--- src/rtl/display_scan_driver.sv ---
`default_nettype none
// ============================================================================
// Module  : display_scan_driver
// Purpose : Four-digit multiplexed display scanner with frame-synchronous,
//           tear-free value updates and leading-zero blanking.
// Revision: 1.0 - initial release
// ============================================================================
module display_scan_driver #(
    parameter int REFRESH_DIV = 100000
) (
    input  logic        CLK,
    input  logic        RESET,
    input  logic [15:0] DIGITS_IN,
    input  logic [3:0]  DOTS_IN,
    input  logic        LOAD_IN,
    input  logic        BLANK_LZ_IN,
    output logic [1:0]  SEG_SELECT_OUT,
    output logic [3:0]  BIN_OUT,
    output logic        DOT_OUT,
    output logic        BLANK_OUT,
    output logic        FRAME_OUT,
    output logic        PENDING_OUT
);

    localparam int C_CNT_W = (REFRESH_DIV > 1) ? $clog2(REFRESH_DIV) : 1;
    localparam logic [C_CNT_W-1:0] C_CNT_MAX = C_CNT_W'(REFRESH_DIV - 1);

    logic [C_CNT_W-1:0] r_cnt;
    logic [1:0]         r_idx;
    logic [15:0]        r_shadow_digits;
    logic [3:0]         r_shadow_dots;
    logic [15:0]        r_disp_digits;
    logic [3:0]         r_disp_dots;
    logic               r_pending;
    logic               r_frame;

    logic               w_tick;
    logic               w_frame_edge;
    logic [3:0]         w_lz_blank;
    logic [3:0]         w_cur_digit;
    logic               w_cur_dot;
    logic               w_cur_blank;

    assign w_tick       = (r_cnt == C_CNT_MAX);
    assign w_frame_edge = w_tick && (r_idx == 2'd3);

    always_ff @(posedge CLK or posedge RESET) begin
        if (RESET) begin
            r_cnt   <= '0;
            r_idx   <= 2'd0;
            r_frame <= 1'b0;
        end else begin
            r_frame <= w_frame_edge;
            if (w_tick) begin
                r_cnt <= '0;
                r_idx <= r_idx + 2'd1;
            end else begin
                r_cnt <= r_cnt + C_CNT_W'(1);
            end
        end
    end

    // The shadow always follows the latest load; pending only survives when
    // the load did not coincide with a frame boundary.
    always_ff @(posedge CLK or posedge RESET) begin
        if (RESET) begin
            r_shadow_digits <= 16'h0000;
            r_shadow_dots   <= 4'h0;
            r_pending       <= 1'b0;
        end else begin
            if (LOAD_IN) begin
                r_shadow_digits <= DIGITS_IN;
                r_shadow_dots   <= DOTS_IN;
            end
            if (w_frame_edge) begin
                r_pending <= 1'b0;
            end else if (LOAD_IN) begin
                r_pending <= 1'b1;
            end
        end
    end

    always_ff @(posedge CLK or posedge RESET) begin
        if (RESET) begin
            r_disp_digits <= 16'h0000;
            r_disp_dots   <= 4'h0;
        end else if (w_frame_edge) begin
            if (LOAD_IN) begin
                r_disp_digits <= DIGITS_IN;
                r_disp_dots   <= DOTS_IN;
            end else if (r_pending) begin
                r_disp_digits <= r_shadow_digits;
                r_disp_dots   <= r_shadow_dots;
            end
        end
    end

    // Digit i is a leading zero when it and every digit above it are zero
    // and it carries no decimal point; the rightmost digit always shows.
    assign w_lz_blank[0] = 1'b0;
    generate
        for (genvar gi = 1; gi < 4; gi++) begin : g_lz_blank
            assign w_lz_blank[gi] = BLANK_LZ_IN
                                 && (r_disp_digits[15:4*gi] == '0)
                                 && !r_disp_dots[gi];
        end
    endgenerate

    assign w_cur_digit = r_disp_digits[{r_idx, 2'b00} +: 4];
    assign w_cur_dot   = r_disp_dots[r_idx];
    assign w_cur_blank = w_lz_blank[r_idx];

    assign SEG_SELECT_OUT = r_idx;
    assign BIN_OUT        = w_cur_blank ? 4'h0 : w_cur_digit;
    assign DOT_OUT        = w_cur_blank ? 1'b0 : w_cur_dot;
    assign BLANK_OUT      = w_cur_blank;
    assign FRAME_OUT      = r_frame;
    assign PENDING_OUT    = r_pending;

endmodule
`default_nettype wire

--- config.mk ---
export PLATFORM = sky130hd
export DESIGN_NAME = display_scan_driver
export DESIGN_NICKNAME = d
export VERILOG_FILES = /design/src/rtl/display_scan_driver.sv
export SDC_FILE = /design/constraint.sdc
export NUM_CORES = 1
export LEC_CHECK = 0
export CORE_MARGIN = 4
export CORE_UTILIZATION = 46
export DETAILED_ROUTE_END_ITERATION = 8
export GPL_ROUTABILITY_DRIVEN = 0
export GPL_TIMING_DRIVEN = 0
export PLACE_DENSITY = 0.66
export SKIP_CTS_REPAIR_TIMING = 1
export SLEW_MARGIN = 40
export SYNTH_ARGS = -nofsm -noshare
export SYNTH_HDL_FRONTEND = slang
export SYNTH_SLANG_ARGS = --single-unit
export TNS_END_PERCENT = 10
--- constraint.sdc ---
create_clock -name CLK -period 5.1 [get_ports CLK]
set_clock_uncertainty 0.2 [all_clocks]
set_input_delay 1.53 -clock CLK [delete_from_list [all_inputs] [get_ports CLK]]
set_output_delay 1.53 -clock CLK [all_outputs]
set_load 0.01 [all_outputs]
==> results.md <==
* Status: complete, no violations
* Crit path max-delay family: buffers and inverters
* Leakage at 1.424 nW
* Initial antenna violation count at 0
* Req. time, crit path at 3.37 ns
* Flop-to-flop setup slack at 2.35 ns
* Count of pins over their slew limit at 0
* Drt pass-1 iters at 4
* Final Setup Violations at 0
* Slowest CP cell: or4b_2
* Number of distinct library cells after synthesis at 29
* CP max FO at 1
* Number of cells after detailed placement at 293
* Die X at 83.72 um
* Number of synthesized flops with an enable pin at 0
* CTS clk-pin slew, worst paths at 0.05 ns
* Met3 usage at 3.949%
* R2r endpoint: r_disp_digits[0]$_DFFE_PP0P_
* RSZ-0062 raised after global routing: no
* Met1 Resource Use GR at 20.55%
* Nets@finish at 258
* Sink Count at 61
* Vias in the first global route at 1738
* Buffers on Ports at 33
* Post-synthesis area per instance at 14.10 sq um
* H-tree depth at 3
* First-pass GRT wire length at 8466 um
* Share of cells above drive strength 1 at 26.81%
* Critical path class: input pin to primary output
* DR WL/cell at 15.50 um
* # diodes at 0
* Final ANT Viol Nets at 0
* Row cnt at 27
* GRT busiest layer: met2
* Cells along the critical path: clkdlybuf4s50_1, or4b_2, a2111oi_2, dlymetal6s2s_1
* Clock root cell: clkbuf_8
* Ys flop type: dfrtp_1
* Async set-reset flop share out of synthesis at 100.0%
* Setup_tns at 0 ns
* Min Tclk post-route at 4.847 ns
* Met2 Usage GRT at 23.21%
* Final period utilization at 95.05%
* Critical path buffers and inverters at 2
* Via count at 1590
* Worst reg2reg startpoint: r_cnt[12]$_DFF_PP0_
* Peak supply drop at 0.0001439 V
* Hold path endpoint: r_shadow_dots[2]$_DFFE_PP0P_
* DRC errors left at 0
* Core box area at 5540 sq um
* Vias per cell at 5.179
* Area Growth Syn to Fin at 23.58%
* Hold Crit Class: flip-flop to flip-flop
* CP Launch Type: input pin
* Rel. slew slack at 60.42%
* Total die area at 7009 sq um
* Max cap viols at 0
* CP peak stage delay at 0.60 ns
* Fin. Hold Viols at 0
* Starting Density at 47.61%
* Seq cells post-synth at 61
* Yosys Warn Count at 0
* Clock buffer depth at 2
* Worst slack, placed at -0.2700 ns
* Synth Instances at 187
* CTS buffer count at 9
* Seq/Total Area, Yosys at 57.87%
* Hold Path Depth at 1
* Gr ovfl total at 0
* Net Count, Synth at 213
* Power density cells at 288.3 nW/um^2
* Ports at 34
* Detail Placement HPWL at 3550 um
* Overall Global Routing Usage at 15.22%
* Non-Filler Instances at 307
* R2R depth at 6
* Clk_lat worst skew at 0.32 ns
* Final WS setup at 0.2525 ns
* Wirelength, routed at 4760 um
* Cell area after synthesis at 2638 sq um
* Crit. End Element: primary output
* Die Y at 83.72 um
* Least-Margin Pin Slew at 0.5936 ns
* Crit path DAT at 3.12 ns
* Initial DRC Count at 68
* Hold path start: r_shadow_dots[2]$_DFFE_PP0P_
* F_max at 0.2063 GHz
* CTS tree: built
* Largest net degree at the start of global routing at 36
==> sequential cells by signal (all words and copies together) (netlist names) <==
register         cells
FRAME_OUT            1
PENDING_OUT          1
SEG_SELECT_OUT       2
r_cnt               17
r_disp_digits       16
r_disp_dots          4
r_shadow_digits     16
r_shadow_dots        4
==> placed cells by master (no fill, tap or decap), types with 3 or more instances in the layout <==
cell type,count
and4_1,5
xor2_1,9
nand2_1,4
or4_1,3
mux2_1,5
nand4_1,5
xnor2_1,6
nor2_1,14
mux2_2,36
mux4_2,5
clkbuf_8,11
clkbuf_1,5
nand3_1,8
dfrtp_1,61
clkdlybuf4s50_1,32
==> layer usage <==
metal  vias up  share of wire, %
met3         7               4.4
met5         -                 0
met1       785                48
met4         0               1.4
met2        33                46
li1        765                 -
==> cells by family (layout without fill, tap and decap cells) <==
family          after synthesis  in the layout  synth area share, %
flops                        61             61                57.87
simple gates                 48             48                10.77
mux                          47             47                22.15
xor+xnor                     15             15                4.981
buf+inv                      10             58                2.039
compound gates                4              4                1.234
fa+ha+maj                     2              2               0.9486
==> worst max-delay path by stage <==
stage / startpoint / to / slack [ns] / cells past startpoint
CTS: BLANK_LZ_IN / BLANK_OUT / -0.27 / 4
global placement: BLANK_LZ_IN / BLANK_OUT / -0.28 / 4
detailed placement: BLANK_LZ_IN / BLANK_OUT / -0.27 / 4
finish: BLANK_LZ_IN / BLANK_OUT / 0.25 / 4
global route: BLANK_LZ_IN / BLANK_OUT / 0.21 / 4
floorplan: BLANK_LZ_IN / BLANK_OUT / 0.61 / 2
==> report_power, final <==
group	internal (mW)	switching, mW	leakage (nW)	total [mW]
combinational	0.0420	0.0277	0.559	0.0698
clock	0.196	0.160	0.0881	0.355
sequential	0.506	0.00860	0.777	0.514
==> worst reg2reg max path: stages, from the launching register on <==
cell     delay [ns]
dfrtp_1        0.42
or4b_1         0.59
or4_1          0.52
buf_2          0.19
nor3_4         0.19
buf_6          0.19
mux2_2         0.34
==> cells in the mapped netlist (2+ instances only) <==
cell type / instances / area (sq um)
xnor2_1: 6 / 52.55
mux2_2: 36 / 405.4
nand3_1: 8 / 40.04
clkbuf_1: 4 / 15.01
buf_6: 2 / 22.52
ha_1: 2 / 25.02
and4_1: 5 / 43.79
mux4_2: 5 / 112.6
xor2_1: 9 / 78.83
mux2_1: 5 / 56.30
nand2_1: 4 / 15.01
nand4_1: 5 / 31.28
inv_1: 3 / 11.26
or4_1: 3 / 22.52
dfrtp_1: 61 / 1526
nor4_1: 2 / 12.51
or4b_1: 2 / 20.02
nor2_1: 14 / 52.55
==> layout make-up <==
type	count	area, sq um
multi-input cells	116	1069
clock inverters	2	10.01
repair buffers	34	352.8
clock buffers	12	155.1
flip-flops and latches	61	1526
inverters	3	13.76
plain buffers	7	42.54
well taps	72	90.09
fillers	472	2281
==> per-stage QoR <==
stage          util, %  hold WS (ns)  instance area, sq um  power (mW)
2_1_floorplan        -        0.2479                  2638      0.5588
3_3_place_gp     55.19        0.2711                  3058      0.5880
3_5_place_dp     55.60        0.2825                  3080      0.5943
4_1_cts          58.58        0.2960                  3246      0.9538
5_1_grt          58.83        0.3058                  3259      0.9854
6_report         58.83        0.2932                  3259      0.9397
No activity file was read; power rests on OpenSTA's default activity.
